===== config.mk =====
export PLATFORM = sky130hd
export DESIGN_NAME = ft_replay_ctrl
export DESIGN_NICKNAME = d
export VERILOG_FILES = /design/src/rtl/ft_replay_ctrl.sv
export SDC_FILE = /design/constraint.sdc
export NUM_CORES = 1
export LEC_CHECK = 0
export ABC_CLOCK_PERIOD_IN_PS = 4800
export BUFFER_PORTS_ARGS = -buffer_cell sky130_fd_sc_hd__clkbuf_2
export CAP_MARGIN = 20
export CELL_PAD_IN_SITES_DETAIL_PLACEMENT = 0
export CELL_PAD_IN_SITES_GLOBAL_PLACEMENT = 1
export CORE_MARGIN = 2
export CORE_UTILIZATION = 45
export CTS_CLUSTER_DIAMETER = 30
export DETAILED_ROUTE_END_ITERATION = 16
export PLACE_DENSITY_LB_ADDON = 0.1
export SLEW_MARGIN = 40
export SYNTH_ARGS = -nofsm -noshare
export SYNTH_HDL_FRONTEND = slang
export SYNTH_SLANG_ARGS = --single-unit

===== constraint.sdc =====
create_clock -name clk -period 4.8 [get_ports clk]
set_clock_uncertainty 0.1 [all_clocks]
set_input_delay 0.96 -clock clk [delete_from_list [all_inputs] [get_ports clk]]
set_output_delay 0.96 -clock clk [all_outputs]
set_load 0.005 [all_outputs]

===== src/rtl/ft_replay_ctrl.sv =====
// Recovery controller: on a voter mismatch, halt all cores and replay the register file
// from a healthy source core, with fault masking, retry limiting and a sticky failure state.
module ft_replay_ctrl #(
  parameter int unsigned ADDR_WIDTH   = 5,
  parameter int unsigned NUM_REG      = 2**ADDR_WIDTH,
  parameter int unsigned NUM_CORES    = 3,
  parameter int unsigned SKIP_R0      = 1,
  parameter int unsigned MAX_RETRY    = 3,
  parameter int unsigned QUIET_CYCLES = 64
) (
  input  logic                         clk,
  input  logic                         rst_n,
  input  logic [NUM_CORES-1:0]         error_i,
  input  logic                         ready_i,
  output logic                         halt_o,
  output logic                         replay_we_o,
  output logic [ADDR_WIDTH-1:0]        replay_addr_o,
  output logic [$clog2(NUM_CORES)-1:0] replay_src_o,
  output logic [NUM_CORES-1:0]         fault_mask_o,
  output logic                         done_o,
  output logic                         fail_o
);

  localparam int unsigned SRC_W     = $clog2(NUM_CORES);
  localparam int unsigned RETRY_W   = $clog2(MAX_RETRY + 2);
  localparam int unsigned QUIET_W   = $clog2(QUIET_CYCLES + 1);
  localparam int unsigned START     = (SKIP_R0 != 0) ? 1 : 0;
  localparam int unsigned LAST      = NUM_REG - 1;
  localparam bit          NO_WRITES = (START >= NUM_REG);

  typedef enum logic [2:0] {
    S_IDLE,
    S_HALT,
    S_REPLAY,
    S_DONE,
    S_FAIL
  } state_e;

  state_e                 state_q, state_d;
  logic                   halt_q, halt_d;
  logic                   we_q, we_d;
  logic [ADDR_WIDTH-1:0]  addr_q, addr_d;
  logic [SRC_W-1:0]       src_q, src_d;
  logic [NUM_CORES-1:0]   mask_q, mask_d;
  logic                   done_q, done_d;
  logic                   fail_q, fail_d;
  logic [RETRY_W-1:0]     retry_q, retry_d;
  logic [QUIET_W-1:0]     quiet_q, quiet_d;

  logic [NUM_CORES-1:0]   mask_or_c;
  logic [NUM_CORES-1:0]   src_onehot_c;
  logic                   src_hit_c;
  logic [RETRY_W-1:0]     retry_inc_c;
  logic                   retry_over_c;

  // Lowest-index core whose bit is clear in the given fault mask.
  function automatic logic [SRC_W-1:0] first_healthy(input logic [NUM_CORES-1:0] m);
    logic [SRC_W-1:0] idx;
    idx = '0;
    for (int i = NUM_CORES - 1; i >= 0; i--) begin
      if (!m[i]) idx = SRC_W'(i);
    end
    return idx;
  endfunction

  assign mask_or_c    = mask_q | error_i;
  assign src_onehot_c = NUM_CORES'(1) << src_q;
  assign src_hit_c    = |(error_i & src_onehot_c);
  assign retry_inc_c  = (&retry_q) ? retry_q : retry_q + RETRY_W'(1);
  assign retry_over_c = retry_inc_c > RETRY_W'(MAX_RETRY);

  always_ff @(posedge clk) begin
    if (!rst_n) begin
      state_q <= S_IDLE;
      halt_q  <= 1'b0;
      we_q    <= 1'b0;
      addr_q  <= '0;
      src_q   <= '0;
      mask_q  <= '0;
      done_q  <= 1'b0;
      fail_q  <= 1'b0;
      retry_q <= '0;
      quiet_q <= '0;
    end else begin
      state_q <= state_d;
      halt_q  <= halt_d;
      we_q    <= we_d;
      addr_q  <= addr_d;
      src_q   <= src_d;
      mask_q  <= mask_d;
      done_q  <= done_d;
      fail_q  <= fail_d;
      retry_q <= retry_d;
      quiet_q <= quiet_d;
    end
  end

  always_comb begin
    state_d = state_q;
    halt_d  = 1'b0;
    we_d    = 1'b0;
    addr_d  = addr_q;
    src_d   = src_q;
    mask_d  = mask_q;
    done_d  = 1'b0;
    fail_d  = 1'b0;
    retry_d = retry_q;
    quiet_d = quiet_q;

    case (state_q)
      S_IDLE: begin
        if (error_i == '0) begin
          if (quiet_q < QUIET_W'(QUIET_CYCLES)) begin
            quiet_d = quiet_q + QUIET_W'(1);
            if (quiet_d == QUIET_W'(QUIET_CYCLES)) retry_d = '0;
          end
        end else begin
          mask_d  = error_i;
          src_d   = first_healthy(error_i);
          quiet_d = '0;
          retry_d = retry_inc_c;
          halt_d  = 1'b1;
          if ((&error_i) || retry_over_c) begin
            state_d = S_FAIL;
            fail_d  = 1'b1;
          end else begin
            state_d = S_HALT;
          end
        end
      end

      S_HALT, S_REPLAY: begin
        halt_d = 1'b1;
        mask_d = mask_or_c;
        if (src_hit_c) begin
          retry_d = retry_inc_c;
          src_d   = first_healthy(mask_or_c);
        end
        // A source failure outranks a coincident handshake: the replay restarts from START.
        if (src_hit_c && ((&mask_or_c) || retry_over_c)) begin
          state_d = S_FAIL;
          fail_d  = 1'b1;
        end else if (src_hit_c || (state_q == S_HALT)) begin
          addr_d = ADDR_WIDTH'(START);
          if (NO_WRITES) begin
            state_d = S_DONE;
            done_d  = 1'b1;
          end else begin
            state_d = S_REPLAY;
            we_d    = 1'b1;
          end
        end else if (we_q && ready_i) begin
          if (addr_q == ADDR_WIDTH'(LAST)) begin
            state_d = S_DONE;
            done_d  = 1'b1;
          end else begin
            addr_d = addr_q + ADDR_WIDTH'(1);
            we_d   = 1'b1;
          end
        end else begin
          we_d = 1'b1;
        end
      end

      S_DONE: begin
        state_d = S_IDLE;
      end

      S_FAIL: begin
        halt_d = 1'b1;
        fail_d = 1'b1;
      end

      default: begin
        state_d = S_IDLE;
      end
    endcase
  end

  assign halt_o        = halt_q;
  assign replay_we_o   = we_q;
  assign replay_addr_o = addr_q;
  assign replay_src_o  = src_q;
  assign fault_mask_o  = mask_q;
  assign done_o        = done_q;
  assign fail_o        = fail_q;

endmodule


## After elaboration in Yosys (flattened, before gate mapping)

Index checks and enable logic that the tools add are counted.

- Mux-type cells: 39
- Bitwise gates (word level): 7
- Magnitude comparators: 2
- Reductions and logical operators: 23
- Shift-type cells: 1
- Equal/unequal tests: 13
- $add $sub $neg: 3

Operators by type and width:

| cell | number |
|---|---|
| $mux W3 | 12 |
| $mux W2 | 8 |
| $mux W5 | 3 |
| $mux W7 | 2 |
| $pmux W3 S2 | 2 |
| $reduce_and A3 Y1 | 4 |
| $reduce_and A4 Y1 | 3 |
| $pmux W3 S3 | 1 |
| $reduce_or A3 Y1 | 3 |
| $mux W1 | 8 |
| $ne A4 B4 Y1 const B | 2 |
| $add A7 B1 Y7 const B | 1 |
| $eq A7 B7 Y1 const B | 1 |
| $lt A7 B7 Y1 const B | 1 |
| $logic_not A3 Y1 | 2 |
| $ne A2 B2 Y1 const B | 3 |
| $ne A3 B3 Y1 const B | 2 |
| $add A5 B1 Y5 const B | 1 |
| $eq A5 B5 Y1 const B | 1 |
| $not A1 Y1 | 5 |
| $reduce_or A5 Y1 | 1 |
| $pmux W2 S2 | 1 |
| $reduce_and A2 Y1 | 2 |
| $reduce_bool A2 Y1 | 2 |
| other kinds (14) | 17 |

- Bits of input ports: 6
- Output and inout bits: 14
- Logic and storage cells: 98
- Bits in registers: 27

## Depth between registers and ports, before layout

- Depth after elaboration: 7
- Depth in mapped cells: 8
- Mapped depth without buffers: 8

## Worst setup path after synthesis

Ideal clock, no wire load.

- Path type: input to register
- Start: input error_i[2]
- End: register addr_q[1], in the netlist replay_addr_o[1]
- Stages: 6
- Setup slack: 2.529 ns
- Data required time: 4.583 ns
- Arrival time: 2.054 ns
- Buffers on the path: 1
- Path through: mux2_2 -> a21o_1 -> buf_6 -> a221oi_2 -> nor2_1 -> a32o_1

- Longest elaborated chain between the ends: 6

RTL lines:

| element | line | source |
|---|---|---|
| start, declared | 13 | `input logic [NUM_CORES-1:0] error_i,` |
| branches (longest 6 deep; another with $reduce_and A4 Y1) | - |  |
| end signal, assigned | 88 | `addr_q <= addr_d;` |
| end, declared | 42 | `logic [ADDR_WIDTH-1:0] addr_q, addr_d;` |

Parallel ways; which one is timed is not known.
A chain may end at the register's enable or synchronous reset.

## Worst setup path in the final report

- Start: input error_i[2]
- End: register retry_q[2]

- Longest elaborated chain between the ends: 4

RTL lines:

| element | line | source |
|---|---|---|
| $and A3 B3 Y3 | 68 | `assign src_hit_c = \|(error_i & src_onehot_c);` |
| $reduce_or A3 Y1 | 68 |  |
| $ne A2 B2 Y1 (no line) | - |  |
| $reduce_and A4 Y1 (no line) | - |  |
| end signal, assigned | 93 | `retry_q <= retry_d;` |
| end, declared | 47 | `logic [RETRY_W-1:0] retry_q, retry_d;` |

Parallel ways exist; a longest one is shown, timed or not.

==> metrics.txt <==
synthesis-to-layout area growth 7.02%; MaxCap Viol Count 0; vias in the first global route 1,176; Arr. time, crit path 2.40 ns; GP Congestion 0.897; status completed; Gate power share 43.6%; CP cell instances clkbuf_2, mux2_2, a21o_1, o2111ai_2, or3_1, and4b_1; CTS Root Cell clkbuf_4; Area after DPL 1550 µm²; post-synthesis cell type count 52; highest-delay cell along the critical path a21o_1; row cnt 20; CP startpoint kind primary input; post-route ant nets 0; Max Clk Rate 0.446 GHz; Diodes inserted 0; Post-CTS Setup Bufs 0; Least-Margin Pin Slew 0.531 ns; Clk pwr share 13.9%; internal power 0.430 mW; most common flop cell mapped by yosys dfxtp_1; Levels on crit path 6; Net Sw Frac 43.5%; Tcrit/Tclk final 46.8%; Seq/Total Area, Yosys 36.5%; Port Buf Inserts 19; CTS Hold Bufs 0; Worst-Skew Late Latency 0.33 ns; Setup TNS 0 ns; I/O pin count 20; Net Count, Synth 181; initial antenna violation count 0; CP bufs+invs 1; kind of cell adding the most delay to the critical path compound AO/OA/AOI/OAI gates; layout cells sized above 1 18.3%; CP Data Required Time 4.95 ns; wire per inst 14.2 µm; Die Area 3760 µm²; Post-Synthesis Cells 171; final setup vio count 0; Initial Util 48.0%; Min-Delay Path Class reg2reg; VDD IR max 199 µV; die width 61.3 µm; Worst setup EP type flop; # DRC 0; endpoints failing hold 0; ys async rst share 0%; Max Slew Vio Count 0; Mapped Area 1480 µm²; critical path's largest stage delay 0.35 ns; CTS-repair resized insts 0; Pwr Density 481 nW/µm²; Switch Pwr 0.331 mW; Hold Slack 0.430 ns; total global-route track usage 19.2%; largest net degree at the start of global routing 19; number of stages on the worst hold path 1; RSZ-0062 raised after global routing no; CTS Sinks 27; H-tree depth 1; Die Y 61.3 µm; max_slew headroom 64.4%; via count 1,341; Overflow after GRT 0; global-route wire length before repair 5390 µm; YS warnings 0; Final nets 197; CTS Buf Count 3; Avg Inst Size Synth 8.65 µm²; crit-path max FO 8; core area 3080 µm²; Post-synth EDFFs 0; critical path type in2reg; router iterations before antenna repair 4; Routed WL 3270 µm; CTS tree yes; first-iteration detailed-routing DRC count 85; leakage power 0.641 nW; worst reg2reg path depth 7; Synth Register Bits 27; Reg power frac 42.5%; CTS max path bufs 2; hpwl dp 2420 µm; clk slew on worst S/H paths 0.16 ns; crit path time final 2.24 ns; vias per cell 5.83; Design Area, Final 1580 µm²
[metrics by stage]
step / std cells / util (%) / setup WS [ns] / power [mW]
2_1_floorplan: 171 / - / 2.53 / 0.594
3_3_place_gp: 226 / 50.3 / 2.16 / 0.651
3_5_place_dp: 226 / 50.3 / 2.00 / 0.658
4_1_cts: 230 / 51.3 / 2.36 / 0.764
5_1_grt: 230 / 51.4 / 2.48 / 0.820
6_report: 230 / 51.4 / 2.56 / 0.761
[layout make-up]
class	instances	area [µm²]
Sequential cell	27	541
Timing Repair Buffer	19	95.1
Clock inverter	1	7.51
Fill cell	304	1500
Clock buffer	3	22.5
Inverter	4	15.0
Multi-Input combinational cell	132	847
Tap cell	44	55.1
[cells in the mapped netlist, types with 3 or more instances]
cell type / count / area share (%)
dfxtp_1: 27 / 37
nand2_1: 21 / 5.3
nor2_1: 21 / 5.3
a21oi_1: 10 / 3.4
nand3_1: 7 / 2.4
nor3_1: 7 / 2.4
a22oi_1: 4 / 2.0
clkbuf_8: 4 / 3.7
ha_1: 4 / 3.4
inv_1: 4 / 1.0
o21ai_0: 4 / 1.4
a41o_1: 3 / 2.0
nand3b_1: 3 / 1.5
nand4_1: 3 / 1.3
[metal layers]
metal | up-vias | part of all wire [%] | global-route usage, %
met2 | 20 | 50 | 32.8
li1 | 666 | - | -
met1 | 653 | 46 | 24.8
met5 | - | 0 | 0
met4 | 0 | 0.79 | 6.52
met3 | 2 | 3.4 | 2.52
[path summary, 6_finish.rpt]
path	to	slack [ns]	startpoint
setup reg to reg	replay_addr_o[1]	2.77	replay_addr_o[0]
setup / recovery	retry_q[2]	2.56	error_i[2]
hold reg to reg	replay_addr_o[4]	0.43	replay_addr_o[4]
hold / removal	replay_addr_o[4]	0.43	replay_addr_o[4]
[logic make-up (layout without fill, tap and decap cells)]
family | Yosys count | after routing | share of synthesized area, %
and+or+nand+nor | 80 | 80 | 27.2
AOI/OAI and AO/OA | 43 | 43 | 23.0
DFF | 27 | 27 | 36.5
buffers and inverters | 12 | 27 | 6.51
adders and majority gates | 4 | 4 | 3.38
muxes | 3 | 3 | 2.12
xor gates and xnor gates | 2 | 2 | 1.18
[cells in the final DEF (no fill, tap or decap), drive strengths merged, types with 3 or more instances in the layout]
| cell | count |
|---|---|
| dfxtp | 27 |
| clkbuf | 22 |
| nand2 | 21 |
| nor2 | 21 |
| a21oi | 11 |
| nor3 | 8 |
| nand3 | 7 |
| inv | 4 |
| a22oi | 4 |
| o21ai | 4 |
| ha | 4 |
| nand4 | 3 |
| nand3b | 3 |
| a41o | 3 |
[registers in the layout, summed over array words and instances, names as in the netlist]
signal         flops
quiet_q            7
replay_src_o       2
retry_q            3
fault_mask_o       3
halt_o             1
fail_o             1
state_q            3
replay_we_o        1
replay_addr_o      5
done_o             1
[power groups by stage]
stage / combinational, mW / sequential (mW) / clock [mW]
after floorplan: 0.292 / 0.302 / 0
after global placement: 0.325 / 0.325 / 0
after detailed placement: 0.330 / 0.328 / 0
after CTS: 0.332 / 0.323 / 0.110
after global routing: 0.372 / 0.331 / 0.117
final: 0.331 / 0.323 / 0.106
No activity file was read; power rests on OpenSTA's default activity.
